### src/rtl/char_write_ctrl.sv
// Character-buffer write controller: turns a host stream of printable/control codes into
// buffer writes with cursor tracking, row blanking on row advance and full-screen clear.
module char_write_ctrl #(
  parameter int unsigned COLS       = 80,
  parameter int unsigned ROWS       = 60,
  parameter int unsigned ADDR_WIDTH = 13,
  parameter int unsigned DATA_WIDTH = 8
) (
  input  logic                  i_sys_clk,
  input  logic                  i_rst_n,
  input  logic                  i_valid,
  input  logic [DATA_WIDTH-1:0] i_char,
  output logic                  o_ready,
  input  logic                  i_clear,
  output logic                  o_wr_en,
  output logic [ADDR_WIDTH-1:0] o_wr_adr,
  output logic [DATA_WIDTH-1:0] o_data,
  output logic [6:0]            o_cur_col,
  output logic [5:0]            o_cur_row,
  output logic                  o_busy
);

  localparam logic [1:0] StIdle     = 2'd0;
  localparam logic [1:0] StClearRow = 2'd1;
  localparam logic [1:0] StClearAll = 2'd2;

  localparam logic [DATA_WIDTH-1:0] ChLf = DATA_WIDTH'(8'h0A);
  localparam logic [DATA_WIDTH-1:0] ChCr = DATA_WIDTH'(8'h0D);
  localparam logic [DATA_WIDTH-1:0] ChBs = DATA_WIDTH'(8'h08);

  localparam logic [ADDR_WIDTH-1:0] AllLast = ADDR_WIDTH'(COLS * ROWS - 1);
  localparam logic [ADDR_WIDTH-1:0] ColsA   = ADDR_WIDTH'(COLS);
  localparam logic [6:0]            ColLast = 7'(COLS - 1);
  localparam logic [5:0]            RowLast = 6'(ROWS - 1);

  logic [1:0]            r_state, w_state_nxt;
  logic [6:0]            r_col, w_col_nxt;
  logic [5:0]            r_row, w_row_nxt;
  logic [ADDR_WIDTH-1:0] r_clr_adr, w_clr_adr_nxt;
  logic [ADDR_WIDTH-1:0] r_clr_last, w_clr_last_nxt;
  logic                  r_wr_en, w_wr_en_nxt;
  logic [ADDR_WIDTH-1:0] r_wr_adr, w_wr_adr_nxt;
  logic [DATA_WIDTH-1:0] r_data, w_data_nxt;

  logic [5:0]            w_row_adv;
  logic [ADDR_WIDTH-1:0] w_row_base;
  logic [ADDR_WIDTH-1:0] w_cur_adr;
  logic                  w_accept;

  assign o_ready    = (r_state == StIdle) && !i_clear;
  assign o_busy     = (r_state != StIdle);
  assign w_accept   = i_valid && o_ready;
  assign w_row_adv  = (r_row == RowLast) ? 6'd0 : r_row + 6'd1;
  assign w_row_base = ADDR_WIDTH'(w_row_adv) * ColsA;
  assign w_cur_adr  = ADDR_WIDTH'(r_row) * ColsA + ADDR_WIDTH'(r_col);

  always_comb begin
    w_state_nxt    = r_state;
    w_col_nxt      = r_col;
    w_row_nxt      = r_row;
    w_clr_adr_nxt  = r_clr_adr;
    w_clr_last_nxt = r_clr_last;
    w_wr_en_nxt    = 1'b0;
    w_wr_adr_nxt   = r_wr_adr;
    w_data_nxt     = r_data;
    if (i_clear) begin
      // Clear wins over everything, including a clear already in flight.
      w_state_nxt    = StClearAll;
      w_col_nxt      = 7'd0;
      w_row_nxt      = 6'd0;
      w_clr_adr_nxt  = '0;
      w_clr_last_nxt = AllLast;
    end else begin
      case (r_state)
        StIdle: begin
          if (w_accept) begin
            case (i_char)
              ChCr: w_col_nxt = 7'd0;
              ChLf: begin
                w_col_nxt      = 7'd0;
                w_row_nxt      = w_row_adv;
                w_clr_adr_nxt  = w_row_base;
                w_clr_last_nxt = w_row_base + ColsA - 1'b1;
                w_state_nxt    = StClearRow;
              end
              ChBs: begin
                if (r_col != 7'd0) begin
                  w_col_nxt    = r_col - 7'd1;
                  w_wr_en_nxt  = 1'b1;
                  w_wr_adr_nxt = w_cur_adr - 1'b1;
                  w_data_nxt   = '0;
                end
              end
              default: begin
                w_wr_en_nxt  = 1'b1;
                w_wr_adr_nxt = w_cur_adr;
                w_data_nxt   = i_char;
                if (r_col == ColLast) begin
                  w_col_nxt      = 7'd0;
                  w_row_nxt      = w_row_adv;
                  w_clr_adr_nxt  = w_row_base;
                  w_clr_last_nxt = w_row_base + ColsA - 1'b1;
                  w_state_nxt    = StClearRow;
                end else begin
                  w_col_nxt = r_col + 7'd1;
                end
              end
            endcase
          end
        end
        StClearRow, StClearAll: begin
          w_wr_en_nxt  = 1'b1;
          w_wr_adr_nxt = r_clr_adr;
          w_data_nxt   = '0;
          if (r_clr_adr == r_clr_last) begin
            w_state_nxt = StIdle;
          end else begin
            w_clr_adr_nxt = r_clr_adr + 1'b1;
          end
        end
        default: w_state_nxt = StIdle;
      endcase
    end
  end

  always_ff @(posedge i_sys_clk or negedge i_rst_n) begin
    if (!i_rst_n) begin
      r_state    <= StIdle;
      r_col      <= 7'd0;
      r_row      <= 6'd0;
      r_clr_adr  <= '0;
      r_clr_last <= '0;
      r_wr_en    <= 1'b0;
      r_wr_adr   <= '0;
      r_data     <= '0;
    end else begin
      r_state    <= w_state_nxt;
      r_col      <= w_col_nxt;
      r_row      <= w_row_nxt;
      r_clr_adr  <= w_clr_adr_nxt;
      r_clr_last <= w_clr_last_nxt;
      r_wr_en    <= w_wr_en_nxt;
      r_wr_adr   <= w_wr_adr_nxt;
      r_data     <= w_data_nxt;
    end
  end

  assign o_wr_en   = r_wr_en;
  assign o_wr_adr  = r_wr_adr;
  assign o_data    = r_data;
  assign o_cur_col = r_col;
  assign o_cur_row = r_row;

endmodule

### config.mk
export PLATFORM = sky130hd
export DESIGN_NAME = char_write_ctrl
export DESIGN_NICKNAME = d
export VERILOG_FILES = /design/src/rtl/char_write_ctrl.sv
export SDC_FILE = /design/constraint.sdc
export NUM_CORES = 1
export LEC_CHECK = 0
export CAP_MARGIN = 0
export CORE_ASPECT_RATIO = 0.6
export CORE_UTILIZATION = 57
export DETAILED_ROUTE_END_ITERATION = 6
export PLACE_DENSITY_LB_ADDON = 0.1
export SLEW_MARGIN = 40
export SYNTH_ARGS = -nofsm -noshare
export SYNTH_HDL_FRONTEND = slang
export SYNTH_SLANG_ARGS = --single-unit
### constraint.sdc
create_clock -name i_sys_clk -period 4.4 [get_ports i_sys_clk]
set_clock_uncertainty 0.2 [all_clocks]
set_input_delay 1.1 -clock i_sys_clk [delete_from_list [all_inputs] [get_ports i_sys_clk]]
set_output_delay 1.1 -clock i_sys_clk [all_outputs]
set_load 0.005 [all_outputs]
==> out/metrics.yaml, run 1 <==
logic_synthesis:
  synthFlopType: "dfrtp_1"
  avgSynthCellArea_sq_um: 8.48
  yosysSeqAreaShare_pct: 34.4
  ys_types: 65
  synthAdderAreaFrac_pct: 9.41
  synth_edf_count: 0
  yosysWarnings: 0
  synth_top_family_by_area: "simple AND/OR/NAND/NOR gates"
  muxShareOfSynthArea_pct: 2.55
  synth-compound-area-share_pct: 19.4
  synthXorXnorAreaFrac_pct: 6.63
  yosys_register_bits: 60
  yosys.area_share.simple_pct: 23.6
  synth_nets: 557
  async_reset_ff_share_pct: 100
  netlist_instances: 514
  syn-cell-area_sq_um: 4360
worst_setup_path:
  r2r_cells: 10
  path_class: "primary input to primary output"
  worst_setup_path_end_kind: "primary output"
  cp.arrival_ps: 2440
  r2r-end: "o_wr_adr[12]"
  reg2reg_slack_ps: 770
  start_kind: "primary input"
  cp.required_ps: 3100
  crit_fanout: 6
  crit_start: "i_clear"
  crit_path_end: "o_ready"
  r2r_start: "o_cur_row[1]"
timing:
  fmax_mhz: 267
  tightest_slew_ps: 612
  maxSlewHeadroom_pct: 58.8
  slew_viol_final: 0
  final.setup.worst_slack_ps: 658
  period_share_pct: 85.0
  setup_viol: 0
  rsz0062_at_grt: "false"
  setup_tns_ps: 0
  whs_ps: 275
  period_minus_slack_ps: 3740
  hold_violations: 0
placed_design:
  place_ws_ps: 631
  dpl.hpwl_um: 8960
  place_congestion: 0.899
  io_buffers: 48
cells_and_area:
  num-fill-cells: 608
  nNetsFinal: 604
  diodes: 0
  areaGrowthSynthToFinish_pct: 19.6
  layout_commonest_cell: "nand2_1"
  seq_area_sq_um: 1500
  multi_input_area_sq_um: 2690
  final_cell_mix: "68 x nand2_1, 60 x dfrtp_1, 47 x clkdlybuf4s50_1"
  drive_gt1_share_pct: 7.42
cts:
  post_cts.repair.setup_buffers: 0
  numCtsBuffers: 9
  cts_tree: "done"
  cts_max_level: 3
  clk_latency_ps: 340
  cts.clk_slew.worst_paths_ps: 50
  hold_buffers: 0
  cts_root_buf: "clkbuf_16"
  cts_buffer_depth: 2
  cts_sinks: 60
  cts_resized: 0
routing:
  dr.pass1.iters: 5
  routed_wl_um: 12200
  wire_per_inst_um: 18.2
  viasPerCell: 6.13
  drc_errors: 0
  first_iter_violations: 429
  via_count: 4104
  ant_nets: 0
global_routing:
  overflow: 0
  grt_pass1_vias: 3961
  grt_antenna_before_repair: 0
  grt_max_degree: 40
  gr-usage-all-layers_pct: 33.3
  grt_pass1_wl_um: 20300
run:
  max_cap_violations: 0
floorplanning:
  die_y_um: 69.8
  io-pin-count: 49
  initial_core_util_pct: 59.5
  die_w_um: 115
  num_rows: 24
  die-area_sq_um: 8020
  core_area_sq_um: 7330
power:
  ir_drop_v: 0.000162
  power_density_nw_per_um2: 295
  p_leak_uw: 0.00224
hold_path:
  hold_class: "register to register"
run_status:
  outcome: "completed"
-- state kept, by name, indices dropped and copies added (netlist names) --
name        flops
o_data          8
o_cur_col       7
r_state         2
o_wr_en         1
o_wr_adr       13
o_cur_row       6
r_clr_last     10
r_clr_adr      13
-- cell families after synthesis --
| family | count (synthesis) |
|---|---|
| XOR/XNOR | 33 |
| multiplexers | 11 |
| AO/OA/AOI/OAI | 130 |
| adder cells (fa/ha/maj) | 31 |
| buffers and inverters | 41 |
| AND/OR/NAND/NOR | 208 |
| flip-flops | 60 |
-- worst min path at each step --
stage,slack [ps],depth (start not counted),to,startpoint
6_report,280,2,o_data[6],o_data[6]
5_1_grt,300,2,o_wr_adr[6],o_wr_adr[6]
4_1_cts,280,2,o_wr_adr[3],o_wr_adr[3]
3_5_place_dp,270,2,o_wr_adr[3],o_wr_adr[3]
3_3_place_gp,250,2,o_wr_adr[2],o_wr_adr[2]
2_1_floorplan,260,1,r_clr_last[3],r_clr_last[3]
-- cell type report --
class	instances	share of cell area [%]
Clock inverter	6	0.744
Clock buffer	10	4.58
Inverter	20	1.44
Sequential cell	60	28.8
Tap cell	104	2.49
Multi-Input combinational cell	413	51.5
Timing Repair Buffer	57	10.4
-- metrics by stage --
stage	utilization, %	total power, uW	std cells	area (sq um)
final	71.2	1540	670	5220
after detailed placement	67.4	893	654	4940
after floorplan	-	754	514	4360
after global placement	67.4	887	654	4940
after CTS	71.2	1550	670	5210
after global routing	71.2	1600	670	5220
-- synth_stat cells (all sizes together) (5+ instances only) --
master	count	share of area [%]
o221ai	6	1.2
xor2	17	3.4
nor3	13	1.6
clkbuf	15	1.3
xnor2	16	3.2
nor2	37	3.2
dfrtp	60	34
nand2b	18	2.6
nand2	68	5.9
o211ai	5	0.86
a21oi	29	3.4
or2	6	0.86
nand4	10	1.4
a31oi	5	0.72
buf	6	0.89
mux2i	10	2.3
nand3	25	2.9
a211oi	7	1.2
ha	28	8.0
o21ai	45	5.3
inv	19	1.6
-- critical path, cell delays in order --
cell and delay [ps]:
clkdlybuf4s50_1 460, nand2b_1 260, inv_1 110, clkdlybuf4s50_1 510
-- layer usage --
layer	share of wire (%)	vias to the layer above	GRT usage [%]
met4	1.4	0	9.09
li1	-	1943	-
met3	8.9	17	7.08
met2	42	197	47.5
met5	0	-	0
met1	47	1947	50.5
-- power breakdown --
group | leakage [uW] | internal (uW) | total (uW) | switching [uW]
clock | 0.000135 | 394 | 655 | 261
sequential | 0.000784 | 591 | 619 | 28.0
combinational | 0.00132 | 126 | 267 | 141
(Power assumes the default switching activity.)
==> run 2, diff against run 1 <==
--- a/config.mk
+++ b/config.mk
@@ -10,6 +10,7 @@
 export CORE_UTILIZATION = 57
 export DETAILED_ROUTE_END_ITERATION = 6
 export PLACE_DENSITY_LB_ADDON = 0.1
+export RECOVER_POWER = 100
 export SLEW_MARGIN = 40
 export SYNTH_ARGS = -nofsm -noshare
 export SYNTH_HDL_FRONTEND = slang
==> run 2 against run 1 <==
Effect of this change:
- global-route usage is the same
- clock power is essentially flat
- largest power group unchanged
- sequential share of layout area grew 0.13 points
- combinational power decreased by 6%
==> out/metrics.yaml, run 2 (synthesized netlist as in run 1, its figures left out) <==
power:
  power_density_nw_per_um2: 294  # was 295 nW/um^2
  p_leak_uw: 0.00232  # was 0.00224 uW
  ir_drop_v: 0.000161  # was 0.000162 V
routing:
  viasPerCell: 6.19  # was 6.13
  first_iter_violations: 420  # was 429
  via_count: 4144  # was 4104
  routed_wl_um: 12300  # was 12200 um
  drc_errors: 0  # unchanged
  dr.pass1.iters: 7  # was 5
  wire_per_inst_um: 18.3  # was 18.2 um
  ant_nets: 0  # unchanged
global_routing:
  grt_pass1_vias: 3961  # unchanged
  grt_max_degree: 40  # unchanged
  grt_pass1_wl_um: 20300  # unchanged
  gr-usage-all-layers_pct: 33.3  # unchanged
  grt_antenna_before_repair: 0  # unchanged
  overflow: 0  # unchanged
timing:
  setup_tns_ps: 0  # unchanged
  whs_ps: 270  # was 275 ps
  rsz0062_at_grt: "false"  # unchanged
  slew_viol_final: 0  # unchanged
  tightest_slew_ps: 1450  # was 612 ps
  maxSlewHeadroom_pct: 3.42  # was 58.8%
  hold_violations: 0  # unchanged
  period_minus_slack_ps: 3860  # was 3740 ps
  setup_viol: 0  # unchanged
  fmax_mhz: 259  # was 267 MHz
  period_share_pct: 87.8  # was 85.0%
placed_design:
  numPlacedInstances: 654  # unchanged
  dpl.hpwl_um: 8960  # unchanged
  placed_area_sq_um: 4940  # unchanged
  io_buffers: 48  # unchanged
  place_congestion: 0.899  # unchanged
worst_setup_path:
  cp_cell_sequence: "dlygate4sd3_1 -> nand2b_1 -> inv_1 -> clkdlybuf4s50_1"  # was clkdlybuf4s50_1 -> nand2b_1 -> inv_1 -> clkdlybuf4s50_1
  cp.buffers_inverters: 3  # unchanged
  critPathTopFamily: "buffers and inverters"  # unchanged
  slowest_stage: "dlygate4sd3_1"  # was clkdlybuf4s50_1
  start_kind: "primary input"  # unchanged
  cp.required_ps: 3100  # about the same
  path_class: "primary input to primary output"  # unchanged
  crit_fanout: 6  # unchanged
  reg2reg_slack_ps: 730  # was 770 ps
  worst_setup_path_end_kind: "primary output"  # unchanged
  cp.arrival_ps: 2560  # was 2440 ps
  slowest_delay_ps: 590  # was 510 ps
floorplanning:
  core_area_sq_um: 7330  # unchanged
  die_y_um: 69.8  # unchanged
  die_w_um: 115  # unchanged
  die-area_sq_um: 8020  # unchanged
  initial_core_util_pct: 59.5  # unchanged
  num_rows: 24  # unchanged
  io-pin-count: 49  # unchanged
cts:
  cts_max_level: 3  # unchanged
  numCtsBuffers: 9  # unchanged
  cts_buffer_depth: 2  # unchanged
  cts_root_buf: "clkbuf_16"  # unchanged
  cts_resized: 0  # unchanged
  cts_sinks: 60  # unchanged
  clk_latency_ps: 340  # about the same
  cts.clk_slew.worst_paths_ps: 50  # about the same
  hold_buffers: 0  # unchanged
  post_cts.repair.setup_buffers: 0  # unchanged
  cts_tree: "done"  # unchanged
cells_and_area:
  stdcell_count: 670  # unchanged
  areaGrowthSynthToFinish_pct: 19.1  # was 19.6%
  fin_util_pct: 70.9  # was 71.2%
  diodes: 0  # unchanged
  layout_commonest_cell: "nand2_1"  # unchanged
  finalInstanceArea_sq_um: 5190  # was 5220 sq um
  nNetsFinal: 604  # unchanged
  final_cell_mix: "68 x nand2_1, 60 x dfrtp_1, 43 x o21ai_0"  # was 68 x nand2_1, 60 x dfrtp_1, 47 x clkdlybuf4s50_1
  drive_gt1_share_pct: 6.18  # was 7.42%
hold_path:
  hold_class: "register to register"  # unchanged
run:
  max_cap_violations: 0  # unchanged
run_status:
  outcome: "completed"  # unchanged
## run 2: cell types whose count changed in the layout (fill, tap and decap cells not counted), sizes merged
cell           change
clkbuf             +4
buf                -4
dlygate4sd3       +37
clkdlybuf4s50     -37
## run 2: per-stage QoR
stage	total power [uW]	setup slack (ps)
detailed placement	893	631
CTS	1550	666
finish	1520	537
floorplan	754	1190
global placement	887	670
global route	1590	286
## run 2: cell type report
| class | instances | area [sq um] |
|---|---|---|
| Clock buffer | 10 | 239 |
| Tap cell | 104 | 130 |
| Clock inverter | 6 | 38.8 |
| Fill cell | 613 | 2130 |
| Inverter | 20 | 75.1 |
| Timing Repair Buffer | 57 | 532 |
| Multi-Input combinational cell | 413 | 2680 |
| Sequential cell | 60 | 1500 |
## run 2: report_power, final
part | internal [uW] | total [uW] | leakage (uW) | switching [uW]
registers | 591 | 618 | 0.000784 | 26.4
clock network | 394 | 654 | 0.000135 | 260
logic | 111 | 252 | 0.00141 | 141
total | 1100 | 1520 | 0.00232 | 427
## run 2: path summary, 6_finish.rpt
check	depth (start not counted)	end	start
max	4	o_ready	i_clear
min	2	o_data[6]	o_data[6]
max reg2reg	10	o_wr_adr[12]	o_cur_row[3]
min reg2reg	2	o_data[6]	o_data[6]
max in group asynchronous	2	o_cur_row[4]	i_rst_n
min in group asynchronous	1	o_data[6]	i_rst_n
## run 2: routing by layer
layer  track usage, %  vias up  routed length [um]
li1                 -     1944                   -
met1             50.5     1976                5780
met2             47.5      209                5220
met3             7.08       15                1090
met4             9.09        0                 165
met5                0        -                   0
## run 2: worst reg2reg max path, cell delays in order, from the launching register on
cell and delay [ps]:
dfrtp_1 550, ha_1 310, ha_1 230, fa_1 410, xor2_1 410, nand2_1 100, or4b_1 530, xnor2_1 270
nand3_1 130, xnor2_1 160, o311ai_0 270
